File: config.mk
export PLATFORM = sky130hd
export DESIGN_NAME = ascii_key_sender
export DESIGN_NICKNAME = d
export VERILOG_FILES = /design/src/rtl/ascii_key_pkg.sv /design/src/rtl/ascii2key.sv /design/src/rtl/ascii_key_sender.sv
export SDC_FILE = /design/constraint.sdc
export NUM_CORES = 1
export LEC_CHECK = 0
export CORE_ASPECT_RATIO = 0.75
export CORE_MARGIN = 5
export CORE_UTILIZATION = 40
export DETAILED_ROUTE_END_ITERATION = 12
export GPL_TIMING_DRIVEN = 1
export SLEW_MARGIN = 10
export SYNTH_ARGS = -nofsm -noshare
export SYNTH_HDL_FRONTEND = slang
export SYNTH_SLANG_ARGS = --single-unit
File: constraint.sdc
create_clock -name clk -period 2.4 [get_ports clk]
set_input_delay 0.48 -clock clk [delete_from_list [all_inputs] [get_ports clk]]
set_output_delay 0.48 -clock clk [all_outputs]
set_load 0.02 [all_outputs]
File: src/rtl/ascii_key_pkg.sv
// Shared types and constants for the ASCII-to-PS/2 key sender.
// States, scan-code prefixes and small sequencing helpers used by the top.
package ascii_key_pkg;

    typedef enum logic [3:0] {
        IDLE      = 4'd0,
        SHIFT_MK  = 4'd1,
        EXT_MK    = 4'd2,
        MAKE      = 4'd3,
        EXT_BRK   = 4'd4,
        BRK_PFX   = 4'd5,
        BREAK     = 4'd6,
        SHIFT_PFX = 4'd7,
        SHIFT_BRK = 4'd8,
        GAP       = 4'd9
    } state_t;

    localparam logic [7:0] SC_SHIFT = 8'h12;
    localparam logic [7:0] SC_BREAK = 8'hF0;
    localparam logic [7:0] SC_EXT   = 8'hE0;
    localparam logic [7:0] SC_NONE  = 8'h00;

    // True for every state that presents a byte on scan_out.
    function automatic logic is_byte_state(input state_t s);
        logic r;
        case (s)
            IDLE:    r = 1'b0;
            GAP:     r = 1'b0;
            default: r = 1'b1;
        endcase
        return r;
    endfunction

    // First byte state of a sequence for the given key attributes.
    function automatic state_t first_state(input logic shift, input logic ext);
        state_t r;
        if (shift) begin
            r = SHIFT_MK;
        end else if (ext) begin
            r = EXT_MK;
        end else begin
            r = MAKE;
        end
        return r;
    endfunction

    // Byte state following s; IDLE means the sequence is complete.
    function automatic state_t seq_after(input state_t s, input logic shift, input logic ext);
        state_t r;
        case (s)
            SHIFT_MK:  r = ext ? EXT_MK : MAKE;
            EXT_MK:    r = MAKE;
            MAKE:      r = ext ? EXT_BRK : BRK_PFX;
            EXT_BRK:   r = BRK_PFX;
            BRK_PFX:   r = BREAK;
            BREAK:     r = shift ? SHIFT_PFX : IDLE;
            SHIFT_PFX: r = SHIFT_BRK;
            SHIFT_BRK: r = IDLE;
            default:   r = IDLE;
        endcase
        return r;
    endfunction

endpackage

File: src/rtl/ascii2key.sv
// Combinational ASCII -> PS/2 set-2 key lookup.
// Navigation keys (extended E0 codes) are mapped only when
// ASCII_KEY_SENDER_EXT_EN is defined; otherwise those codes are not found.
module ascii2key
    import ascii_key_pkg::*;
(
    input  logic [7:0] ascii,
    output logic       found,
    output logic       shift,
    output logic       ext,
    output logic [7:0] code
);

    logic       upper_s;
    logic [7:0] lower_s;

    // Fold upper-case letters onto lower case so letters share one table entry.
    always_comb begin
        if (ascii >= 8'h41 && ascii <= 8'h5A) begin
            upper_s = 1'b1;
            lower_s = ascii | 8'h20;
        end else begin
            upper_s = 1'b0;
            lower_s = ascii;
        end
    end

    // Key table: scan code plus shift/extended attributes.
    always_comb begin
        found = 1'b1;
        shift = upper_s;
        ext   = 1'b0;
        code  = SC_NONE;
        case (lower_s)
            8'h61: code = 8'h1C;  8'h62: code = 8'h32;  8'h63: code = 8'h21;
            8'h64: code = 8'h23;  8'h65: code = 8'h24;  8'h66: code = 8'h2B;
            8'h67: code = 8'h34;  8'h68: code = 8'h33;  8'h69: code = 8'h43;
            8'h6A: code = 8'h3B;  8'h6B: code = 8'h42;  8'h6C: code = 8'h4B;
            8'h6D: code = 8'h3A;  8'h6E: code = 8'h31;  8'h6F: code = 8'h44;
            8'h70: code = 8'h4D;  8'h71: code = 8'h15;  8'h72: code = 8'h2D;
            8'h73: code = 8'h1B;  8'h74: code = 8'h2C;  8'h75: code = 8'h3C;
            8'h76: code = 8'h2A;  8'h77: code = 8'h1D;  8'h78: code = 8'h22;
            8'h79: code = 8'h35;  8'h7A: code = 8'h1A;
            8'h30: code = 8'h45;  8'h31: code = 8'h16;  8'h32: code = 8'h1E;
            8'h33: code = 8'h26;  8'h34: code = 8'h25;  8'h35: code = 8'h2E;
            8'h36: code = 8'h36;  8'h37: code = 8'h3D;  8'h38: code = 8'h3E;
            8'h39: code = 8'h46;
            8'h60: code = 8'h0E;  8'h2D: code = 8'h4E;  8'h3D: code = 8'h55;
            8'h5B: code = 8'h54;  8'h5D: code = 8'h5B;  8'h5C: code = 8'h5D;
            8'h3B: code = 8'h4C;  8'h27: code = 8'h52;  8'h2C: code = 8'h41;
            8'h2E: code = 8'h49;  8'h2F: code = 8'h4A;
            8'h29: begin shift = 1'b1; code = 8'h45; end
            8'h21: begin shift = 1'b1; code = 8'h16; end
            8'h40: begin shift = 1'b1; code = 8'h1E; end
            8'h23: begin shift = 1'b1; code = 8'h26; end
            8'h24: begin shift = 1'b1; code = 8'h25; end
            8'h25: begin shift = 1'b1; code = 8'h2E; end
            8'h5E: begin shift = 1'b1; code = 8'h36; end
            8'h26: begin shift = 1'b1; code = 8'h3D; end
            8'h2A: begin shift = 1'b1; code = 8'h3E; end
            8'h28: begin shift = 1'b1; code = 8'h46; end
            8'h7E: begin shift = 1'b1; code = 8'h0E; end
            8'h5F: begin shift = 1'b1; code = 8'h4E; end
            8'h2B: begin shift = 1'b1; code = 8'h55; end
            8'h7B: begin shift = 1'b1; code = 8'h54; end
            8'h7D: begin shift = 1'b1; code = 8'h5B; end
            8'h7C: begin shift = 1'b1; code = 8'h5D; end
            8'h3A: begin shift = 1'b1; code = 8'h4C; end
            8'h22: begin shift = 1'b1; code = 8'h52; end
            8'h3C: begin shift = 1'b1; code = 8'h41; end
            8'h3E: begin shift = 1'b1; code = 8'h49; end
            8'h3F: begin shift = 1'b1; code = 8'h4A; end
            8'h20: code = 8'h29;
            8'h0D: code = 8'h5A;
            8'h08: code = 8'h66;
            8'h09: code = 8'h0D;
            8'h1B: code = 8'h76;
`ifdef ASCII_KEY_SENDER_EXT_EN
            8'h02: begin ext = 1'b1; code = 8'h6C; end
            8'h03: begin ext = 1'b1; code = 8'h69; end
            8'h12: begin ext = 1'b1; code = 8'h75; end
            8'h11: begin ext = 1'b1; code = 8'h72; end
            8'h13: begin ext = 1'b1; code = 8'h6B; end
            8'h14: begin ext = 1'b1; code = 8'h74; end
            8'h01: begin ext = 1'b1; code = 8'h7D; end
            8'h04: begin ext = 1'b1; code = 8'h7A; end
            8'h18: begin ext = 1'b1; code = 8'h71; end
`endif
            default: begin
                found = 1'b0;
                shift = 1'b0;
                code  = SC_NONE;
            end
        endcase
    end

endmodule

File: src/rtl/ascii_key_sender.sv
// ASCII character -> PS/2 set-2 make/break byte sequence generator.
// One character in flight at a time; GAP_CYCLES idle cycles between bytes.
// Optional macro ASCII_KEY_SENDER_EXT_EN enables E0-prefixed navigation keys.
module ascii_key_sender
    import ascii_key_pkg::*;
#(
    parameter int unsigned GAP_CYCLES = 16
) (
    input  logic       clk,
    input  logic       reset,
    input  logic [7:0] ascii_in,
    input  logic       ascii_valid,
    output logic       ascii_ready,
    output logic [7:0] scan_out,
    output logic       scan_valid,
    input  logic       scan_ready,
    output logic       busy,
    output logic       unmapped
);

    localparam logic [15:0] GAP_LAST = (GAP_CYCLES > 32'd0) ? 16'(GAP_CYCLES - 32'd1) : 16'd0;

    logic       found_s;
    logic       shift_s;
    logic       ext_s;
    logic [7:0] code_s;

    state_t     state_r,   state_next_s;
    state_t     resume_r,  resume_next_s;
    state_t     succ_s;
    logic [15:0] gap_cnt_r, gap_cnt_next_s;
    logic       shift_r,   shift_next_s;
    logic       ext_r,     ext_next_s;
    logic [7:0] code_r,    code_next_s;
    logic       accept_s;

    logic       ready_r,    ready_next_s;
    logic       busy_r,     busy_next_s;
    logic       valid_r,    valid_next_s;
    logic [7:0] scan_r,     scan_next_s;
    logic       unmapped_r, unmapped_next_s;

    ascii2key u_lookup (
        .ascii (ascii_in),
        .found (found_s),
        .shift (shift_s),
        .ext   (ext_s),
        .code  (code_s)
    );

    assign accept_s    = ascii_valid & ready_r;
    assign ascii_ready = ready_r;
    assign busy        = busy_r;
    assign scan_valid  = valid_r;
    assign scan_out    = scan_r;
    assign unmapped    = unmapped_r;

    // FSM state, latched key attributes and gap counter.
    always_ff @(posedge clk or posedge reset) begin
        if (reset) begin
            state_r   <= IDLE;
            resume_r  <= IDLE;
            gap_cnt_r <= 16'd0;
            shift_r   <= 1'b0;
            ext_r     <= 1'b0;
            code_r    <= 8'h00;
        end else begin
            state_r   <= state_next_s;
            resume_r  <= resume_next_s;
            gap_cnt_r <= gap_cnt_next_s;
            shift_r   <= shift_next_s;
            ext_r     <= ext_next_s;
            code_r    <= code_next_s;
        end
    end

    // Next-state: accept in IDLE, advance on consumed byte, count out gaps.
    always_comb begin
        state_next_s   = state_r;
        resume_next_s  = resume_r;
        gap_cnt_next_s = gap_cnt_r;
        shift_next_s   = shift_r;
        ext_next_s     = ext_r;
        code_next_s    = code_r;
        succ_s         = seq_after(state_r, shift_r, ext_r);
        case (state_r)
            IDLE: begin
                if (accept_s && found_s) begin
                    shift_next_s = shift_s;
                    ext_next_s   = ext_s;
                    code_next_s  = code_s;
                    state_next_s = first_state(shift_s, ext_s);
                end else begin
                    state_next_s = IDLE;
                end
            end
            GAP: begin
                if (gap_cnt_r == 16'd0) begin
                    state_next_s = resume_r;
                end else begin
                    gap_cnt_next_s = gap_cnt_r - 16'd1;
                end
            end
`ifdef ASCII_KEY_SENDER_EXT_EN
            EXT_MK, EXT_BRK,
`endif
            SHIFT_MK, MAKE, BRK_PFX, BREAK, SHIFT_PFX, SHIFT_BRK: begin
                if (scan_ready && valid_r) begin
                    if (succ_s == IDLE) begin
                        state_next_s = IDLE;
                    end else if (GAP_CYCLES == 32'd0) begin
                        state_next_s = succ_s;
                    end else begin
                        state_next_s   = GAP;
                        resume_next_s  = succ_s;
                        gap_cnt_next_s = GAP_LAST;
                    end
                end else begin
                    state_next_s = state_r;
                end
            end
            default: begin
                state_next_s = IDLE;
            end
        endcase
    end

    // Output decode from the upcoming state so the outputs can be registered.
    always_comb begin
        ready_next_s    = (state_next_s == IDLE);
        busy_next_s     = (state_next_s != IDLE);
        valid_next_s    = is_byte_state(state_next_s);
        unmapped_next_s = accept_s & ~found_s;
        case (state_next_s)
            SHIFT_MK, SHIFT_BRK: scan_next_s = SC_SHIFT;
`ifdef ASCII_KEY_SENDER_EXT_EN
            EXT_MK, EXT_BRK:     scan_next_s = SC_EXT;
`endif
            MAKE, BREAK:         scan_next_s = code_next_s;
            BRK_PFX, SHIFT_PFX:  scan_next_s = SC_BREAK;
            default:             scan_next_s = SC_NONE;
        endcase
    end

    // Registered interface outputs.
    always_ff @(posedge clk or posedge reset) begin
        if (reset) begin
            ready_r    <= 1'b0;
            busy_r     <= 1'b0;
            valid_r    <= 1'b0;
            scan_r     <= 8'h00;
            unmapped_r <= 1'b0;
        end else begin
            ready_r    <= ready_next_s;
            busy_r     <= busy_next_s;
            valid_r    <= valid_next_s;
            scan_r     <= scan_next_s;
            unmapped_r <= unmapped_next_s;
        end
    end

endmodule

==> flow_summary_export.csv, run 1 <==
group,metric,value,unit
synth,synth_top_family_by_area,"simple AND/OR/NAND/NOR gates",
detailed_routing,vias,4395,
global_route,overflow,0,
run_status,failed_checks,"negative setup slack",
synth,muxShareOfSynthArea,0.01175,
global_route,grt_pass1_vias,4197,
timing,maxSlewHeadroom,0.6765,
timing,period_needed,2707,ps
power_and_ir_drop,p_total,3.927,mW
synth,synth_fa_ha_area_frac,0.003357,
synth,synth-edff-count,0,
global_route,antenna_found_initial,0,
detailed_routing,drtAntennaViolNets,0,
timing,skew,4.320,ps
clocking,cts_num_sinks,45,
global_route,grt_usage,0.2575,
critical_path,cp.arrival,2930,ps
synth,synthCells,451,
die,dieArea,11370,µm²
synth,yosysSeqAreaShare,0.3021,
clocking,clockBufferDepth,2,
job,max_cap_violations,0,
synth,synth.distinct_cells,81,
timing,fin_crit_sh,1.128,
placement,place_inst,733,
power_and_ir_drop,powerDensity,647.1,nW/µm²
die,core_area,9084,µm²
detailed_routing,first_pass_iters,6,
synth,synth.ff_latch_count,45,
timing,rsz0062_at_grt,"yes",
die,die_h,93.60,µm
hold_path,hp-class,"register to register",
finish,antenna-diode-count,0,
clocking,cts_tree,"built",
placement,gp_congestion,0.9975,
detailed_routing,routed_wl,14.63,mm
critical_path,path_class,"input pin to register",
synth,syn_avg_cell_area,8.265,µm²
synth,synthArstFlopShare,1.000,
critical_path,cp-end-kind,"register",
timing,clock.fmax,369.5,MHz
detailed_routing,wl_per_cell,19.05,µm
die,initial_core_util,0.4103,
timing,drv_slew,0,
critical_path,worstPathMaxFanout,11,
power_and_ir_drop,switching_share,0.3841,
run_status,outcome,"complete, but fails checks",
synth,syn_nets,464,
die,dieWidth,121.5,µm
clocking,cts_root_buffer,"clkbuf_16",
detailed_routing,vias_per_cell,5.723,
timing,tightest_slew,484.6,ps
synth,synth-simple-area-share,0.3176,
power_and_ir_drop,p_int,2.419,mW
clocking,insertion_delay,290,ps
finish,synthToLayoutAreaGrowth,62.81,%
finish,fin_cells,768,
placement,place_hpwl,10.83,mm
critical_path,start_kind,"input pin",
detailed_routing,drt_iter0_drc,395,
die,rows,30,
global_route,grt_max_degree,26,
die,ios,24,
clocking,clk_pin_slew,60,ps
timing,timing.final.ws_setup,-306.6,ps
synth,synthFlopType,"dfrtp_1",
synth,synthXorXnorAreaFrac,0.03995,
timing,setup_viol,33,
power_and_ir_drop,p_leak,2.635,nW
placement,port_buffers,23,
finish,fin_nets,652,
clocking,cts_inserted_buffers,5,
clocking,ctsHoldBuffers,0,
synth,synth_compound_area_frac,0.2518,
power_and_ir_drop,p_switching,1.508,mW
clocking,cts_htree_levels,2,
finish,fill_cells,762,
finish,drive_above_1_share,0.4672,
detailed_routing,drc,0,
critical_path,worstPathRequired,2630,ps
timing,finalHoldViolations,0,
global_route,grt_pass1_wl,22.86,mm
synth,mappedNetlistArea,3727,µm²
power_and_ir_drop,p_seq_frac,0.289,
power_and_ir_drop,max-vdd-ir-drop,0.7210,mV
synth,yosysWarnings,0,
power_and_ir_drop,combPwrFrac,0.542,
power_and_ir_drop,pwr-share-clk,0.169,
-- sequential cells by signal, indices dropped and copies added, names as in the netlist --
signal       cells
scan_valid       1
ascii_ready      1
unmapped         1
code_r           8
busy             1
state_r          4
resume_r         4
gap_cnt_r       16
shift_r          1
scan_out         8
-- power groups by stage --
stage	combinational, mW	sequential, mW	clock (mW)
after floorplan	0.956	1.16	0
after global placement	1.72	1.12	0
final	2.13	1.14	0.663
after global routing	2.28	1.17	0.711
after CTS	1.99	1.12	0.677
after detailed placement	1.75	1.12	0
-- worst paths after layout --
kind | depth (start not counted) | to | start | slack [ps]
setup / recovery | 12 | scan_out[1] | ascii_in[2] | -310
hold / removal | 2 | resume_r[2] | resume_r[2] | 490
setup reg to reg | 6 | gap_cnt_r[13] | gap_cnt_r[3] | -240
hold reg to reg | 2 | resume_r[2] | resume_r[2] | 490
max in group asynchronous | 3 | code_r[2] | reset | 1380
min in group asynchronous | 2 | gap_cnt_r[15] | reset | 530
-- cells in the mapped netlist, types with 3 or more instances --
master     instances  area, µm²
or4_1              3      22.52
xnor2_1           14      122.6
nand2b_1           8      50.05
inv_1             14      52.55
buf_1              4      15.01
nand4b_1           3      26.28
buf_2             15      75.07
nor2b_1            8      50.05
a21o_1             3      22.52
nor4b_1            4      35.03
nor4_1             6      37.54
o31ai_1            6      45.04
dfrtp_1           45       1126
nand3_1           14      70.07
o311ai_0           3      26.28
o22ai_1            4      25.02
a211o_1            4      35.03
buf_6              3      33.78
xor2_1             3      26.28
and2_1             3      18.77
nand2_1           30      112.6
nor3_1            21      105.1
or3_1             10      62.56
clkbuf_1          12      45.04
o21ai_1            4      20.02
o211ai_1           5      37.54
and3_1             3      18.77
buf_4              6      45.04
nor3b_1            8      60.06
a21oi_1           28      140.1
and3b_1            3      26.28
nand4_1            7      43.79
nor3_2             3      30.03
a2bb2oi_1          3      26.28
a211oi_1           8      60.06
or4_4              3      33.78
nor2_1            39      146.4
mux2_2             3      33.78
o21ai_0           26      130.1
o32ai_1            5      43.79
or4b_1             3      30.03
-- what timing repair did --
| action | 4_1_cts | 5_1_grt |
|---|---|---|
| buffers inserted | 23 | 7 |
| endpoints found under the setup margin | 39 | 37 |
| gates cloned | 1 | 1 |
| resized for setup | 99 | 38 |
| endpoints found under the hold margin | 0 | 0 |
| pin swaps | 28 | 28 |
-- metal layers --
layer / track usage / routed length [µm] / vias to the layer above
met4: 0.03918 / 166 / 0
met1: 0.3913 / 7059 / 2129
met2: 0.3715 / 6146 / 174
li1: - / - / 2070
met3: 0.06590 / 1261 / 22
met5: 0 / 0 / -
-- cell usage in the layout (no fill, tap or decap), types with 8 or more instances in the layout --
master / count
buf_6: 30
clkdlybuf4s50_1: 15
nor3_1: 14
nor2_1: 34
nand2_1: 28
dfrtp_1: 45
inv_1: 13
a21oi_1: 23
buf_4: 165
xnor2_1: 12
o21ai_0: 21
nand3_1: 12
or3_1: 8
-- logic make-up after synthesis --
| family | Yosys count |
|---|---|
| AO/OA/AOI/OAI | 130 |
| XOR/XNOR | 17 |
| adder cells (fa/ha/maj) | 1 |
| buffers and inverters | 56 |
| flip-flops | 45 |
| multiplexers | 4 |
| AND/OR/NAND/NOR | 198 |
-- layout make-up --
| class | instances | area (µm²) | area share |
|---|---|---|---|
| sequential | 45 | 1126 | 0.1856 |
| inverter | 16 | 62.56 | 0.01031 |
| clock buffer | 7 | 132.6 | 0.02186 |
| tap | 128 | 160.2 | 0.02639 |
| timing repair buffer | 221 | 1858 | 0.3062 |
| clock inverter | 1 | 7.507 | 0.001237 |
| multi-input combinational | 350 | 2721 | 0.4485 |
-- through the flow --
| step | setup TNS (ps) | util | hold slack, ps | worst slack (ps) | instance area (µm²) |
|---|---|---|---|---|---|
| global placement | -21960 | 0.5836 | 470.1 | -1128 | 5301 |
| CTS | -4533 | 0.6475 | 492.8 | -293.3 | 5882 |
| floorplan | -2187 | - | 451.0 | -193.0 | 3865 |
| finish | -5033 | 0.6680 | 487.0 | -306.6 | 6068 |
| global route | -8022 | 0.6680 | 527.0 | -381.3 | 6068 |
| detailed placement | -22190 | 0.5836 | 479.6 | -1108 | 5301 |
-- critical path: stages --
cell and delay [ps]:
buf_6 120, buf_6 130, buf_4 120, nor3_1 310
nor3b_1 260, buf_4 160, a211o_1 180, buf_4 150
nand3_1 100, a21o_4 300, or4b_1 530, nand3_1 100
Note: power is estimated with default switching activity, not from simulation.
==> run 2, diff against run 1 <==
--- a/config.mk
+++ b/config.mk
@@ -10,7 +10,7 @@
 export CORE_UTILIZATION = 40
 export DETAILED_ROUTE_END_ITERATION = 12
 export GPL_TIMING_DRIVEN = 1
-export SLEW_MARGIN = 10
+export SLEW_MARGIN = 30
 export SYNTH_ARGS = -nofsm -noshare
 export SYNTH_HDL_FRONTEND = slang
 export SYNTH_SLANG_ARGS = --single-unit
==> results of run 2 <==
The final DEF is identical to that of run 1; final timing and power are the same.
==> run 3, diff against run 2 <==
--- a/config.mk
+++ b/config.mk
@@ -14,3 +14,4 @@
 export SYNTH_ARGS = -nofsm -noshare
 export SYNTH_HDL_FRONTEND = slang
 export SYNTH_SLANG_ARGS = --single-unit
+export TNS_END_PERCENT = 50
==> flow_summary_export.csv, run 3 (synthesized netlist as in run 1, its figures left out) <==
group,metric,value,unit
run_status,outcome,"complete, but fails checks",
run_status,failed_checks,"negative setup slack",
detailed_routing,first_pass_iters,5,
job,max_cap_violations,0,
placement,gp_congestion,0.9657,
detailed_routing,vias_per_cell,5.774,
die,dieWidth,121.5,µm
timing,period_needed,2705,ps
global_route,grt_pass1_wl,23.07,mm
detailed_routing,drtAntennaViolNets,0,
finish,antenna-diode-count,0,
finish,drive_above_1_share,0.4290,
clocking,cts_root_buffer,"clkbuf_16",
power_and_ir_drop,max-vdd-ir-drop,0.4986,mV
timing,tightest_slew,609.8,ps
detailed_routing,wl_per_cell,19.17,µm
placement,pre_cts_slack,-1049,ps
clocking,cts_tree,"built",
detailed_routing,wl_met3,1.388,mm
critical_path,worstPathRequired,2570,ps
global_route,overflow,0,
finish,final_cell_mix,"buf_4 (159), dfrtp_1 (45), nor2_1 (38)",
die,ios,24,
timing,maxSlewHeadroom,0.5883,
timing,timing.final.ws_setup,-305.0,ps
timing,final.setup.tns,-5331,ps
die,rows,30,
detailed_routing,top_layer,"met4",
power_and_ir_drop,switching_share,0.3757,
placement,place_hpwl,10.61,mm
clocking,cts_inserted_buffers,5,
power_and_ir_drop,p_int,2.404,mW
finish,final_util,0.6430,
detailed_routing,drc,0,
critical_path,reg2reg_to,"scan_out[6]",
power_and_ir_drop,p_seq_frac,0.290,
global_route,grt_usage,0.2590,
critical_path,cp-end-kind,"register",
finish,synthToLayoutAreaGrowth,56.70,%
detailed_routing,wl_met2,6.118,mm
detailed_routing,routed_wl,14.48,mm
global_route,grt_pass1_vias,4264,
critical_path,r2r-start,"gap_cnt_r[9]",
timing,clock.fmax,369.7,MHz
critical_path,path_class,"register to register",
finish,fin_nets,639,
die,dieArea,11370,µm²
critical_path,setup.worst_path.start,"gap_cnt_r[9]",
hold_path,min_from,"resume_r[2]",
hold_path,hp-class,"register to register",
critical_path,cp.arrival,2880,ps
global_route,antenna_found_initial,0,
critical_path,worstPathMaxFanout,4,
timing,finalHoldViolations,0,
detailed_routing,vias,4359,
clocking,cts_htree_levels,2,
clocking,clockBufferDepth,2,
clocking,clk_pin_slew,60,ps
timing,fin_crit_sh,1.127,
placement,port_buffers,23,
timing,setup_viol,27,
timing,skew,4.757,ps
finish,final_common_cell,"buf_4",
die,core_area,9084,µm²
detailed_routing,drt_iter0_drc,374,
detailed_routing,routedLengthMet1,6.806,mm
finish,regMostFlops,"gap_cnt_r",
critical_path,rr_worst_depth,10,
finish,largest_reg_flops,16,
clocking,cts_num_sinks,45,
timing,rsz0062_at_grt,"yes",
critical_path,start_kind,"register",
power_and_ir_drop,powerDensity,659.3,nW/µm²
global_route,grt_max_degree,46,
power_and_ir_drop,pwr-share-clk,0.172,
power_and_ir_drop,combPwrFrac,0.537,
hold_path,worstHoldPathCells,2,
critical_path,crit_end,"scan_out[6]",
power_and_ir_drop,p_leak,2.552,nW
clocking,insertion_delay,290,ps
power_and_ir_drop,p_switching,1.447,mW
critical_path,r2r_slack,-300,ps
die,initial_core_util,0.4103,
die,die_h,93.60,µm
timing,drv_slew,0,
power_and_ir_drop,p_total,3.851,mW
==> run 3: cell types whose count changed in the layout (fill, tap and decap cells not counted), moves of 3 or more <==
cell,delta
o21ai_0,+4
nor3_1,+5
nor2_2,-3
nor2_1,+4
buf_4,-6
o21ai_1,-3
buf_6,-9
nor3_2,-4
==> run 3: worst min path at each step <==
stage / end / slack [ps]
after floorplan: resume_r[2] / 450
after global placement: resume_r[1] / 470
after detailed placement: resume_r[0] / 490
after CTS: code_r[2] / 500
after global routing: code_r[2] / 520
final: resume_r[2] / 500
==> run 3: metal layers <==
| metal | GRT usage | up-vias |
|---|---|---|
| met1 | 0.3879 | 2110 |
| met5 | 0 | - |
| met3 | 0.07195 | 19 |
| li1 | - | 2042 |
| met4 | 0.04944 | 0 |
| met2 | 0.3715 | 188 |
==> run 3: timing repair <==
item	in CTS	in global routing
setup endpoints to repair	39	33
cloned	2	0
hold buffers	0	0
pin swaps	20	9
buffers inserted	23	1
gates resized for setup	84	18
==> run 3: cell type report <==
cell class	instances	area, µm²
tap	128	160.2
timing repair buffer	208	1755
clock buffer	7	132.6
sequential	45	1126
multi-input combinational	350	2596
inverter	16	62.56
fill	809	3243
clock inverter	1	7.507
==> run 3: worst max-delay path, cell delays in order (launching register included) <==
cell	delay (ps)
dfrtp_1	370
or4_4	550
or4b_4	520
buf_6	150
nor3_4	160
o22ai_4	130
buf_6	150
or2_4	230
a22o_1	180
nand2_1	100
a21oi_2	70
==> run 3: power by group through the flow <==
stage / Sequential, mW / Combinational, mW / Clock [mW]
final: 1.12 / 2.07 / 0.663
after global routing: 1.14 / 2.23 / 0.717
after global placement: 1.12 / 1.70 / 0
after CTS: 1.11 / 1.92 / 0.685
after detailed placement: 1.12 / 1.74 / 0
after floorplan: 1.16 / 0.954 / 0
==> run 3: through the flow <==
stage | hold WS [ps] | cells | area (µm²)
final | 496.7 | 755 | 5841
after global routing | 515.3 | 755 | 5841
after CTS | 502.0 | 754 | 5751
after detailed placement | 487.2 | 721 | 5219
after global placement | 470.0 | 721 | 5219
after floorplan | 450.2 | 451 | 3854
